<file path="config.mk">
export PLATFORM = sky130hd
export DESIGN_NAME = uart_rx_frame
export DESIGN_NICKNAME = d
export VERILOG_FILES = /design/src/rtl/uart_pkg.sv /design/src/rtl/uart_baud_tick.sv /design/src/rtl/uart_rx_frame.sv
export SDC_FILE = /design/constraint.sdc
export NUM_CORES = 1
export LEC_CHECK = 0
export ABC_CLOCK_PERIOD_IN_PS = 3950
export CAP_MARGIN = 40
export CORE_ASPECT_RATIO = 1.1
export CORE_MARGIN = 4
export CORE_UTILIZATION = 60
export DETAILED_ROUTE_END_ITERATION = 10
export GPL_TIMING_DRIVEN = 0
export PLACE_DENSITY_LB_ADDON = 0.25
export SYNTH_ARGS = -nofsm -noshare
export SYNTH_HDL_FRONTEND = slang
export SYNTH_SLANG_ARGS = --single-unit
</file>
<file path="constraint.sdc">
create_clock -name clk -period 3.95 [get_ports clk]
set_input_delay 0.79 -clock clk [delete_from_list [all_inputs] [get_ports clk]]
set_output_delay 0.79 -clock clk [all_outputs]
set_load 0.01 [all_outputs]
</file>
<file path="src/rtl/uart_pkg.sv">
// uart_pkg: shared UART receiver state encoding, parity codes and oversample limits
package uart_pkg;
    typedef enum logic [2:0] {ST_IDLE, ST_START, ST_DATA, ST_PARITY, ST_STOP, ST_BREAK} uart_state_t;
    localparam int PAR_NONE = 0;
    localparam int PAR_ODD = 1;
    localparam int PAR_EVEN = 2;
    localparam int OS_LO = 8;
    localparam int OS_HI = 16;
    function automatic bit os_legal(input int os);
        return os == OS_LO || os == OS_HI;
    endfunction
endpackage

</file>
<file path="src/rtl/uart_baud_tick.sv">
// uart_baud_tick: phase-accumulator tick generator producing TICK_RATE ticks/s from CLOCK_FREQUENCY
module uart_baud_tick
    import uart_pkg::*;
#(
    parameter int CLOCK_FREQUENCY = 100_000_000,
    parameter int TICK_RATE = 1_843_200
) (
    input  logic clk,
    input  logic rst_n,
    output logic tick
);
    localparam logic [47:0] INC = 48'(TICK_RATE);
    localparam logic [47:0] CF = 48'(CLOCK_FREQUENCY);
    logic [47:0] acc;
    assign tick = acc >= CF;
    always_ff @(posedge clk)
        acc <= !rst_n ? '0 : tick ? acc + INC - CF : acc + INC;
endmodule

</file>
<file path="src/rtl/uart_rx_frame.sv">
// uart_rx_frame: configurable-frame UART receiver with majority vote; UART_RX_FRAME_BREAK_EN enables break detection
module uart_rx_frame
    import uart_pkg::*;
#(
    parameter int CLOCK_FREQUENCY = 100_000_000,
    parameter int BAUD_RATE = 115200,
    parameter int WORD_WIDTH = 8,
    parameter int OS = 16,
    parameter int PARITY = 0,
    parameter int STOP_BITS = 1
) (
    input  logic                  clk,
    input  logic                  rst_n,
    input  logic                  din,
    output logic [WORD_WIDTH-1:0] dout,
    output logic                  perr,
    output logic                  ferr,
    output logic                  we,
    input  logic                  full,
    output logic                  ovr,
    input  logic                  ovr_clr,
    output logic                  brk
);
    if (BAUD_RATE * OS > CLOCK_FREQUENCY || WORD_WIDTH < 5 || WORD_WIDTH > 9 || !os_legal(OS) ||
        PARITY < PAR_NONE || PARITY > PAR_EVEN || STOP_BITS < 1 || STOP_BITS > 2) begin : g_bad_cfg
        $error("uart_rx_frame: illegal parameter set");
    end
    localparam logic [3:0] SA = 4'(OS / 2 - 2);
    localparam logic [3:0] SB = 4'(OS / 2 - 1);
    localparam logic [3:0] HALF = 4'(OS / 2);
    localparam logic [3:0] LAST = 4'(OS - 1);
    localparam logic [3:0] WLAST = 4'(WORD_WIDTH - 1);
    localparam logic [3:0] SLAST = 4'(STOP_BITS - 1);
    localparam logic ODD = PARITY == PAR_ODD;
    logic sync1, rx_sync, os_tick, s_a, s_b, vote, perr_acc, ferr_acc, ferr_now;
    logic at_vote, at_last, emit, brk_hit;
    logic [3:0] os_cnt, bit_cnt;
    logic [WORD_WIDTH-1:0] shreg;
    uart_state_t state, state_nxt;
    uart_baud_tick #(.CLOCK_FREQUENCY(CLOCK_FREQUENCY), .TICK_RATE(BAUD_RATE * OS)) u_tick (
        .clk(clk), .rst_n(rst_n), .tick(os_tick)
    );
    always_ff @(posedge clk)
        {sync1, rx_sync} <= !rst_n ? 2'b11 : {din, sync1};
    assign vote = (s_a & s_b) | (s_a & rx_sync) | (s_b & rx_sync);
    assign at_vote = os_tick && os_cnt == HALF;
    assign at_last = os_tick && os_cnt == LAST;
    assign ferr_now = ferr_acc | ~vote;
    always_comb begin
        state_nxt = state;
        emit = 1'b0;
        brk_hit = 1'b0;
        case (state)
            ST_IDLE:   if (os_tick && !rx_sync) state_nxt = ST_START;
            ST_START:  state_nxt = at_vote && vote ? ST_IDLE : at_last ? ST_DATA : state;
            ST_DATA:   if (at_last && bit_cnt == WLAST) state_nxt = PARITY != PAR_NONE ? ST_PARITY : ST_STOP;
            ST_PARITY: if (at_last) state_nxt = ST_STOP;
            ST_STOP: if (at_vote && bit_cnt == SLAST) begin
`ifdef UART_RX_FRAME_BREAK_EN
                // with all-zero data the stored parity result reveals the parity vote itself
                brk_hit = shreg == '0 && ferr_now && perr_acc == ODD;
`endif
                emit = !brk_hit;
                state_nxt = brk_hit ? ST_BREAK : ST_IDLE;
            end
`ifdef UART_RX_FRAME_BREAK_EN
            ST_BREAK:  if (os_tick && rx_sync) state_nxt = ST_IDLE;
`endif
            default:   state_nxt = ST_IDLE;
        endcase
    end
    always_ff @(posedge clk) begin
        if (!rst_n) begin
            state <= ST_IDLE;
            os_cnt <= '0;
            bit_cnt <= '0;
            shreg <= '0;
            {s_a, s_b} <= 2'b11;
            {perr_acc, ferr_acc} <= 2'b00;
            dout <= '0;
            {perr, ferr, we, ovr, brk} <= '0;
        end else begin
            state <= state_nxt;
            we <= emit && !full;
            brk <= brk_hit;
            ovr <= (emit && full) || (ovr && !ovr_clr);
            if (emit && !full) begin
                dout <= shreg;
                perr <= perr_acc;
                ferr <= ferr_now;
            end
            if (os_tick) begin
                os_cnt <= (state == ST_IDLE || state == ST_BREAK || os_cnt == LAST) ? '0 : os_cnt + 4'd1;
                if (os_cnt == SA) s_a <= rx_sync;
                if (os_cnt == SB) s_b <= rx_sync;
                if (state == ST_IDLE) begin
                    {perr_acc, ferr_acc} <= 2'b00;
                    bit_cnt <= '0;
                end
                if (at_vote && state == ST_DATA) shreg <= {vote, shreg[WORD_WIDTH-1:1]};
                if (at_vote && state == ST_PARITY) perr_acc <= vote ^ (^shreg) ^ ODD;
                if (at_vote && state == ST_STOP) ferr_acc <= ferr_now;
                if (at_last && (state == ST_DATA || state == ST_STOP))
                    bit_cnt <= (state == ST_DATA && bit_cnt == WLAST) ? '0 : bit_cnt + 4'd1;
            end
        end
    end
endmodule

</file>
# After elaboration in Yosys (flattened, before gate mapping)
# Cells that the tools add are included.
# Widths: inputs -> output; s select.
[op_classes] addsub=4 order_cmp=1 eq_ne=15 mux=17 bitwise_logic=8 reduce_logical=34
[ops] cell="$add 48x21->48 const B" count=1
[ops] cell="$ge 48x27->1 const B" count=1
[ops] cell="$mux 48" count=1
[ops] cell="$sub 48x27->48 const B" count=1
[ops] cell="$mux 3" count=6
[ops] cell="$mux 4" count=4
[ops] cell="$pmux 3 s5" count=1
[ops] cell="$logic_and 1x1->1" count=14
[ops] cell="$eq 4x3->1 const B" count=3
[ops] cell="$reduce_and 2->1" count=6
[ops] cell="$add 4x1->4 const B" count=2
[ops] cell="$eq 4x4->1 const B" count=2
[ops] cell="$ne 2x2->1 const B" count=4
[ops] cell="$reduce_xor 8->1" count=1
[ops] cell="$eq 3x2->1 const B" count=2
[ops] cell="$eq 3x3->1 const B" count=2
[ops] cell="$reduce_bool 2->1" count=3
[ops] cell="$mux 1" count=5
[ops] cell="$reduce_and 5->1" count=1
[ops] cell="$logic_not 4->1" count=1
[ops] cell="$logic_or 1x1->1" count=4
[ops] cell="$and 1x1->1" count=3
[ops] cell="$eq 3x1->1 const B" count=1
[ops] cell="$logic_not 1->1" count=3
[ops] cell="other kinds (5)" count=7
[word_totals] reg_bits=85 inputBits=5 out_inout_bits=13 wordCells=95

# Longest topological paths before layout
[depth] word_depth=7 mapped_depth=12

# Hierarchy
# From an unflattened synthesis, not the netlist that was laid out.
[hier_totals] hier_cells=629 area_unflattened_um2=5192.5
[modules_own_cells] mod="uart_baud_tick" n_inst=1 cells_each=437 area_each_um2=3377.0
[modules_own_cells] mod="uart_rx_frame" n_inst=1 cells_each=192 area_each_um2=1815.5

# Least setup slack after synthesis
# Ideal clock, no wire load.
[synth_path] kind="flip-flop to flip-flop" from="reg u_tick.acc[13]" to="reg u_tick.acc[45]" setup_ns=0.115 arrival_time_ns=3.002 t_required_ns=3.835 slack_ns=0.832 stages_incl_launch_ff=12 path_buffers=2 path_cell_list="dfxtp_1 > ha_1 > and4_1 > buf_2 > o211a_1 > buf_6 > nor4_2 > a211oi_1 > or2_1 > or4_4 > or4_1 > and3_1"
[synth_between] elab_chain_cells=3 word_cells_on_any_way=4
[synth_lines] element="start, declared" line_no="uart_baud_tick.sv:14" text="logic [47:0] acc;"
[synth_lines] element="start signal, assigned" line_no="uart_baud_tick.sv:17" text="acc <= !rst_n ? '0 : tick ? acc + INC - CF : acc + INC;"
[synth_lines] element="$add 48x21->48" line_no="uart_baud_tick.sv:17"
[synth_lines] element="$sub 48x27->48" line_no="uart_baud_tick.sv:17"
[synth_lines] element="$mux 48 *" line_no="uart_baud_tick.sv:17"
# Mark *: on every way between the ends. The rest lies on a longest branch, timed or not.
# A chain may end at the register's enable or synchronous reset.

# Worst setup path after layout
[layout_path] from="reg u_tick.acc[13]" to="reg u_tick.acc[44]"
# The elaborated chain is that of the path after synthesis.

==> metrics <==
arrival time worst endpoint=3850 ps; Post-Syn Nets=621; IO Port Bufs=16; final wirelength=11600 um; Filler cells=669; leakage=1.92 nW; Final Instance Count excl. Fillers=748; final hold vios=0; #FFs+latches synth=77; Seq/Total Area, Yosys=31.6%; largest net degree at the start of global routing=16; Root Driver=clkbuf_8; critical path class=reg -> reg; top post-synthesis cells by area=dfxtp_1 32%, xnor2_1 7.7%, nor2_1 6.5%, mux2i_1 4.9%, xor2_1 4.5%; DR pass1 iterations=4; Die Ht=103 um; number of max-cap violations=0; Worst Path Max Fanout=7; initial core utilization=61.7%; GP Congestion=0.963; number of clock sinks=77; worst slack, placed=489 ps; vias in the first global route=4288; final setup fails=0; top_reg_cell synth=dfxtp_1; synth warn=0; Via density=6.05; top-count cell post-synth=nor2_1; full die area=0.00964 mm2; clk slew on worst S/H paths=90 ps; part of the cycle the worst path needs=90.3%; Layout area overhead=10.3%; number of buffers created by CTS=9; Worst-Skew Late Latency=360 ps; hold crit path type=reg -> reg; gr ovfl total=0; max-slew violations=0; Worst EP required=4240 ps; Post-Syn Area=0.00488 mm2; vias=4527; Final #Nets=649; relative slew slack=49.1%; Synth top area share=31.6%; first-pass GRT wire length=19800 um; Die X=94.0 um; Post-synth EDFFs=0; Antenna Nets Post-Route=0; Pwr Total=3.36 mW; Setup crit end kind=register; Total Routing Usage GR=25.3%; Final min period=3570 ps; status=finished, final reports clean; Final Skew=14.8 ps; DP Area=0.00518 mm2; top achievable clock speed=280 MHz; H-tree levels=3; asr flop ratio synth=0%; core footprint=0.00791 mm2; # DRC=0; Finished Cell Area=0.00539 mm2; cts repair resizes=0; Max Buffers Root-to-Sink=2; Top-Level Pins=18; wire per inst=15.5 um; Post-Syn Instances=607; ant diodes=0; antenna violations before repair=0; dominant cell type by area after synthesis=dfxtp_1; RSZ-0062 raised after global routing=no; Hold Slack=421 ps; TritonCTS clock tree=done; hold buffer count at cts=0; DRT iter0 DRCs=277; Rows=34; placed cell count=732; Commonest cells post-synth=84 x nor2_1, 77 x dfxtp_1, 43 x xnor2_1, 42 x nand2_1, 25 x xor2_1; Setup TNS=0 ps; CP Launch Type=register; Mean Syn Cell Area=8.04 um2; final core occ=68.1%; Synth cell types=73; Worst Tran Pin Value=759 ps; dpl hpwl=8380 um; share of layout cells above drive strength 1=7.66%; Post-CTS Setup Repair Bufs=0; worst setup margin=383 ps; pwr dens=624 mW/mm2; Max VDD drop=0.393 mV
sequential cells by signal, summed over array words and instances (netlist names):
name and flops:
u_tick.acc 40, perr 1, rx_sync 1, dout 8, ferr_acc 1, s_b 1
shreg 8, bit_cnt 4, perr_acc 1, ovr 1, os_cnt 4, ferr 1
we 1, sync1 1, s_a 1, state 3
worst max-delay path: stages (launching register included):
cell and delay, ps:
dfxtp_1 450, ha_1 260, and4_1 200, buf_2 190, o211ai_1 280, nor4_1 370, a211oi_1 190, or2_1 320
or4_4 560, or4_1 530, a21oi_1 150
per-layer routing:
| metal | share of wire, % | routed length, um | GRT usage, % |
|---|---|---|---|
| met1 | 45 | 5220 | 32.1 |
| met2 | 48 | 5610 | 42.5 |
| met3 | 4.2 | 492 | 3.28 |
| met4 | 2.6 | 299 | 12.2 |
| met5 | 0 | 0 | 0 |
cell type report:
class,count,area (um2),share of cell area (%)
clock inverter,7,80.1,1.49
buffer,38,185,3.44
inverter,21,78.8,1.46
sequential,77,1540,28.6
clock buffer,9,124,2.30
tap,108,135,2.51
timing repair buffer,17,165,3.07
multi-input combinational,471,3080,57.1
final timing paths:
path	startpoint	to	slack [ps]	cells past startpoint
worst min-delay path	sync1$_SDFF_PN1_	rx_sync$_SDFF_PN1_	420	1
worst min register to register	sync1$_SDFF_PN1_	rx_sync$_SDFF_PN1_	420	1
worst max register to register	u_tick.acc[13]$_SDFF_PN0_	u_tick.acc[44]$_SDFF_PN0_	380	10
worst max-delay path	u_tick.acc[13]$_SDFF_PN0_	u_tick.acc[44]$_SDFF_PN0_	380	10
kinds of logic (layout without fill, tap and decap cells):
group           count (synthesis)  in the layout  synth area share (%)
xor+xnor                       68             68                  12.2
other cells                     1              1                0.0768
flops                          77             77                  31.6
fa+ha+maj                      10             10                  2.51
simple gates                  265            265                  28.3
compound gates                102            102                  14.8
buf+inv                        59             92                  5.41
mux                            25             25                  5.15
where the power goes:
part,total [mW],internal [mW],switching (mW),leakage (nW)
clock,0.629,0.301,0.328,0.102
combinational,1.66,0.670,0.989,1.19
sequential,1.07,0.926,0.146,0.628
total,3.36,1.90,1.46,1.92
placed cells by master (no fill, tap or decap), types with 20 or more instances in the layout:
master	n
nor2_1	84
dfxtp_1	77
xnor2_1	43
nand2_1	42
xor2_1	25
a21oi_1	24
mux2i_1	24
nor4_1	21
nor3_1	21
inv_1	20
(Power assumes the default switching activity.)
